### src/rtl/muldiv_pkg.sv
// Shared encodings for the multiply/divide issue/writeback controller.
// Command, unit-op and state encodings plus the result width.
package muldiv_pkg;

    localparam int RES_W = 32;

    localparam logic [2:0] CMD_NONE = 3'd0;
    localparam logic [2:0] CMD_MULT = 3'd1;
    localparam logic [2:0] CMD_DIV  = 3'd2;
    localparam logic [2:0] CMD_MTHI = 3'd3;
    localparam logic [2:0] CMD_MTLO = 3'd4;
    localparam logic [2:0] CMD_MFHI = 3'd5;
    localparam logic [2:0] CMD_MFLO = 3'd6;
    localparam logic [2:0] CMD_RSVD = 3'd7;

    localparam logic [1:0] OP_NONE = 2'd0;
    localparam logic [1:0] OP_MUL  = 2'd1;
    localparam logic [1:0] OP_DIV  = 2'd2;

    typedef enum logic [1:0] {
        S_IDLE   = 2'd0,
        S_LAUNCH = 2'd1,
        S_WAIT   = 2'd2
    } state_e;

endpackage

### src/rtl/muldiv_hilo_ctrl.sv
// Issues MULT/DIV to the multiply/divide unit, captures its result into HI/LO,
// serves MTHI/MTLO/MFHI/MFLO and stalls the pipeline while an operation is in flight.
//
// state    | meaning
// ---------+-------------------------------------------------------------
// S_IDLE   | accepts commands; HI/LO reads and writes happen here
// S_LAUNCH | one-cycle md_start pulse with latched op/operands
// S_WAIT   | polls md_busy; captures result or aborts on timeout
module muldiv_hilo_ctrl
    import muldiv_pkg::*;
#(
    parameter int TIMEOUT = 64
) (
    input  logic             clock,
    input  logic             reset,
    input  logic             in_valid,
    input  logic [2:0]       in_cmd,
    input  logic             in_sign,
    input  logic [RES_W-1:0] in_src0,
    input  logic [RES_W-1:0] in_src1,
    output logic             out_stall,
    output logic [RES_W-1:0] out_rdata,
    output logic             out_err,
    output logic             md_start,
    output logic [1:0]       md_op,
    output logic             md_sign,
    output logic [RES_W-1:0] md_src0,
    output logic [RES_W-1:0] md_src1,
    input  logic             md_busy,
    input  logic [RES_W-1:0] md_res0,
    input  logic [RES_W-1:0] md_res1
);

    localparam int              CW       = $clog2(TIMEOUT);
    localparam logic [CW-1:0]   CNT_LAST = CW'(TIMEOUT - 1);

    state_e            state_q, state_d;
    logic [RES_W-1:0]  hi_q, lo_q, src0_q, src1_q;
    logic [1:0]        op_q;
    logic              sign_q;
    logic [CW-1:0]     cnt_q;
    logic              err_q;

    logic idle, cmd_live, accept_md, wr_hi, wr_lo, capture, abort;

    always_comb begin
        idle      = (state_q == S_IDLE);
        cmd_live  = in_valid && (in_cmd != CMD_NONE) && (in_cmd != CMD_RSVD);
        out_stall = cmd_live && !idle;
        accept_md = in_valid && idle && ((in_cmd == CMD_MULT) || (in_cmd == CMD_DIV));
        wr_hi     = in_valid && idle && (in_cmd == CMD_MTHI);
        wr_lo     = in_valid && idle && (in_cmd == CMD_MTLO);
        capture   = (state_q == S_WAIT) && !md_busy;
        abort     = (state_q == S_WAIT) && md_busy && (cnt_q == CNT_LAST);

        state_d = state_q;
        case (state_q)
            S_IDLE:   if (accept_md) state_d = S_LAUNCH;
            S_LAUNCH: state_d = S_WAIT;
            S_WAIT:   if (capture || abort) state_d = S_IDLE;
            default:  state_d = S_IDLE;
        endcase

        md_start = (state_q == S_LAUNCH);
        md_op    = md_start ? op_q : OP_NONE;
        md_sign  = sign_q;
        md_src0  = src0_q;
        md_src1  = src1_q;
        out_err  = err_q;

        out_rdata = '0;
        if (in_valid && idle) begin
            if (in_cmd == CMD_MFHI) out_rdata = hi_q;
            else if (in_cmd == CMD_MFLO) out_rdata = lo_q;
        end
    end

    always_ff @(posedge clock or negedge reset) begin
        if (!reset) begin
            state_q <= S_IDLE;
        end else begin
            state_q <= state_d;
        end
    end

    always_ff @(posedge clock or negedge reset) begin
        if (!reset) begin
            src0_q <= '0;
            src1_q <= '0;
            sign_q <= 1'b0;
            op_q   <= OP_NONE;
        end else if (accept_md) begin
            src0_q <= in_src0;
            src1_q <= in_src1;
            sign_q <= in_sign;
            op_q   <= (in_cmd == CMD_MULT) ? OP_MUL : OP_DIV;
        end
    end

    // Counts busy WAIT cycles; the last permitted one aborts instead of wrapping.
    always_ff @(posedge clock or negedge reset) begin
        if (!reset) begin
            cnt_q <= '0;
        end else if (state_q == S_LAUNCH) begin
            cnt_q <= '0;
        end else if ((state_q == S_WAIT) && md_busy && !abort) begin
            cnt_q <= cnt_q + 1'b1;
        end
    end

    always_ff @(posedge clock or negedge reset) begin
        if (!reset) begin
            hi_q  <= '0;
            lo_q  <= '0;
            err_q <= 1'b0;
        end else begin
            if (capture) begin
                hi_q <= md_res1;
                lo_q <= md_res0;
            end else begin
                if (wr_hi) hi_q <= in_src0;
                if (wr_lo) lo_q <= in_src0;
            end
            if (abort) err_q <= 1'b1;
        end
    end

endmodule

### config.mk
export PLATFORM = sky130hd
export DESIGN_NAME = muldiv_hilo_ctrl
export DESIGN_NICKNAME = d
export VERILOG_FILES = /design/src/rtl/muldiv_pkg.sv /design/src/rtl/muldiv_hilo_ctrl.sv
export SDC_FILE = /design/constraint.sdc
export NUM_CORES = 1
export LEC_CHECK = 0
export CORE_MARGIN = 5
export CORE_UTILIZATION = 46
export CTS_CLUSTER_DIAMETER = 120
export DETAILED_ROUTE_END_ITERATION = 8
export MAX_ROUTING_LAYER = met4
export PLACE_DENSITY = 0.78
export SLEW_MARGIN = 20
export SYNTH_ARGS = -nofsm -noshare
export SYNTH_HDL_FRONTEND = slang
export SYNTH_SLANG_ARGS = --single-unit
### constraint.sdc
create_clock -name clock -period 2.47 [get_ports clock]
set_input_delay 0.494 -clock clock [delete_from_list [all_inputs] [get_ports clock]]
set_output_delay 0.494 -clock clock [all_outputs]
set_load 0.05 [all_outputs]
==> results.md <==
* Largest family of logic cells by synthesized area: compound AO/OA/AOI/OAI gates
* Net Count, Synth at 799
* Mapped Area at 0.00685 mm^2
* Avg WL per Cell at 22.5 um
* Num rows at between 40 and 50
* Num ports at roughly 240
* Critical Path Sink Type: output pin
* Overall Power at 10.1 mW
* CTS tree: done
* DRC viols at 0
* CP Max Fanout at 8
* CTS max path bufs at 2
* Power Density at 932 mW/mm^2
* H-tree Lvls at 4
* Crit Path Class: reg2out
* Width of the die at 132 um
* Final wirelength at 24500 um
* Initial Utilization at 46.9%
* CP Data Arrival Time at between 1500 and 2000 ps
* Synthesis-stage register bit count at 140
* CP Cell Sequence: or3b_4 -> clkbuf_16 -> nor2_4 -> buf_12
* Mean post-synth cell area at 10.3 um^2
* Synth Flop Type: dfrtp_1
* GRT overflow at 0
* Core area at 0.0146 mm^2
* Complex-gate fraction of the synthesized area at between 10% and 20%
* Final hold violation count at 0
* Vias/cell at 6.11
* Die Area at 0.0174 mm^2
* Top cell type's share of synthesized area at 51.2%
* Post-layout min period at 2310 ps
* Synth area leader: dfrtp_1
* Status: complete, no violations
* Top post-synthesis cells by area: dfrtp_1, mux2_4, mux2_2, a41oi_1, nand2_1
* Total Routing Usage GR at 28.1%
* Hold Path Class: reg2reg
* First-pass GRT wire length at 38300 um
* Port bufs at 237
* Num CTS Buffers at 17
* Final Util at between 70 and 80%
* Slowest stage delay, CP at 500 ps
* Number of max-cap violations at 0
* Type of origin of the critical path: flip-flop
* Final setup fails at 0
* Data required, critical path at between 1500 and 2000 ps
* Largest net degree at the start of global routing at 57
* Antenna violations before repair at 3
* Worst Tran Pin Value at between 500 and 600 ps
* Slew headroom at between 60% and 70%
* Yosys cell types at 47
* Post-synthesis mux area share at 12.3%
* Fin crit share at 93.5%
* FMAX at between 400 and 500 MHz
* Final HPWL DP at 16200 um
* Die Y at 132 um
* Synth-to-Final Area Change at 58.8%
* Root Driver: clkbuf_16
* Yosys warns at 0
* Setup_tns at 0 ps
* Asr flop ratio synth at between 90% and 100%
* Post-Synth Adder-Cell Area at 0.183%
* Cells after Synth at 662
* Clk_lat worst skew at 420 ps
* Post-layout instance area at 0.0109 mm^2
* Max Transition Viols Final at 0
* Slowest CP cell: or3b_4
* Placement Cell Area at 0.00987 mm^2
* Post-detailed-route count of antenna-violating nets at 0
* Nets at just over 1000
* Register area share after synthesis at between 50% and 60%
* EDFF count, synth at 0
* Reg clk slew, reported paths at about 50 ps
* Iteration count of the initial detailed-routing pass at 5
* Leakage at around 4.4 nW
* Vias in the first global route at around 7000
* RSZ-0062 raised after global routing: no
* Detailed-route via count at 6659
* Starting DRT DRC Count at ~750
* Skew final at 9.07 ps
* Max IR drop VDD at 689 uV
* Synth Area in XOR/XNOR at less than 1%
* Simple-gate portion of the synthesized area at 13.2%
* Clk sinks at 140
* Layout cells sized above 1 at about a quarter
* GPL Wtd Cong at 0.879
-- critical path, delay by kind of cell (launching register included) --
family / cells / cell delay [ps]
AND/OR/NAND/NOR: 2 / 640
buffers and inverters: 2 / 380
flip-flops: 1 / 370
-- metrics by stage --
step,hold slack (ps),worst slack [ps],instances
after floorplan,198,-115,662
after global placement,371,-99.7,1051
after detailed placement,379,-130,1051
after CTS,477,-8.18,1084
after global routing,489,114,1089
final,469,161,1089
-- layer usage --
layer | wire length [um] | vias up | share of wire (%) | global-route usage [%]
met3 | 2030 | 86 | 8.3 | 6.87
met4 | 1070 | 0 | 4.4 | 12.2
li1 | - | 2873 | - | -
met5 | 0 | - | 0 | -
met2 | 11900 | 413 | 48 | 45.0
met1 | 9530 | 3287 | 39 | 34.0
-- cells in the final DEF (no fill, tap or decap), types with 3 or more instances in the layout --
cell | netlist | final
clkdlybuf4s50_1 | 0 | 196
dfrtp_1 | 140 | 140
nand2_1 | 71 | 70
buf_12 | 0 | 42
nor2_1 | 68 | 35
a21oi_1 | 35 | 35
nand3_1 | 34 | 34
o211ai_1 | 34 | 34
a41oi_1 | 33 | 33
mux2_4 | 30 | 30
nor2_4 | 0 | 28
o21ai_0 | 28 | 28
buf_4 | 1 | 27
mux2_2 | 26 | 26
clkbuf_16 | 0 | 19
a22oi_1 | 32 | 18
a22oi_2 | 0 | 14
mux2_1 | 9 | 9
nor2_2 | 0 | 5
inv_1 | 5 | 5
o21ai_1 | 5 | 5
and2_1 | 3 | 4
diode_2 | 0 | 3
and3_1 | 3 | 3
nor3_1 | 3 | 3
nor2b_1 | 3 | 3
nand3b_1 | 3 | 3
a31oi_1 | 3 | 3
clkbuf_8 | 0 | 3
clkinvlp_4 | 0 | 3
clkinv_2 | 0 | 3
buf_6 | 4 | 3
-- state kept, by name (all words and copies together), names as in the netlist --
register  count
lo_q         32
state_q       2
md_sign       1
md_src0      32
op_q          2
cnt_q         6
out_err       1
hi_q         32
md_src1      32
-- what timing repair did --
action / 4_1_cts / 5_1_grt
endpoints found under the hold margin: 25 / 0
endpoints found under the setup margin: 33 / 32
setup buffers: 0 / 0
pin swaps: 0 / 3
gates cloned: 1 / 2
hold buffers: 1 / 0
gates resized for setup: 48 / 35
-- where the power goes --
group          internal (mW)  leakage, nW  switching (mW)
sequential              3.06         1.68           0.501
clock                   1.56        0.281           0.989
combinational           1.65         2.43            2.38
-- cells in the mapped netlist (9+ instances only) --
library cell,instances
nand2_1,71
nand3_1,34
mux2_2,26
o21ai_0,28
a22oi_1,32
mux2_1,9
dfrtp_1,140
a21oi_1,35
mux2_4,30
clkbuf_1,48
o211ai_1,34
buf_2,10
nor2_1,68
a41oi_1,33
-- cell families (layout without fill, tap and decap cells) --
group	count (synthesis)	after routing
AOI/OAI and AO/OA	183	183
xor gates and xnor gates	1	1
adders and majority gates	1	1
buffers and inverters	72	312
DFF	140	140
muxes	65	65
other	0	3
and+or+nand+nor	200	200
-- worst paths after layout --
path / start / slack [ps] / end / cells past startpoint
min in group asynchronous: reset / 500 / md_src0[15] / 2
max in group asynchronous: reset / 1180 / md_src1[6] / 3
worst min register to register: out_err / 470 / out_err / 1
worst min-delay path: out_err / 470 / out_err / 1
worst max-delay path: state_q[1] / 160 / out_rdata[11] / 4
worst max register to register: state_q[1] / 520 / hi_q[15] / 5
-- area by class of cell --
cell class | instances | area, um^2
Sequential cell | 140 | 3500
Tap cell | 184 | 230
Timing Repair Buffer | 276 | 3160
Clock buffer | 21 | 470
Fill cell | 924 | 3720
Inverter | 5 | 18.8
Clock inverter | 10 | 115
Multi-Input combinational cell | 450 | 3360
Antenna cell | 3 | 7.51
No activity file was read; power rests on OpenSTA's default activity.
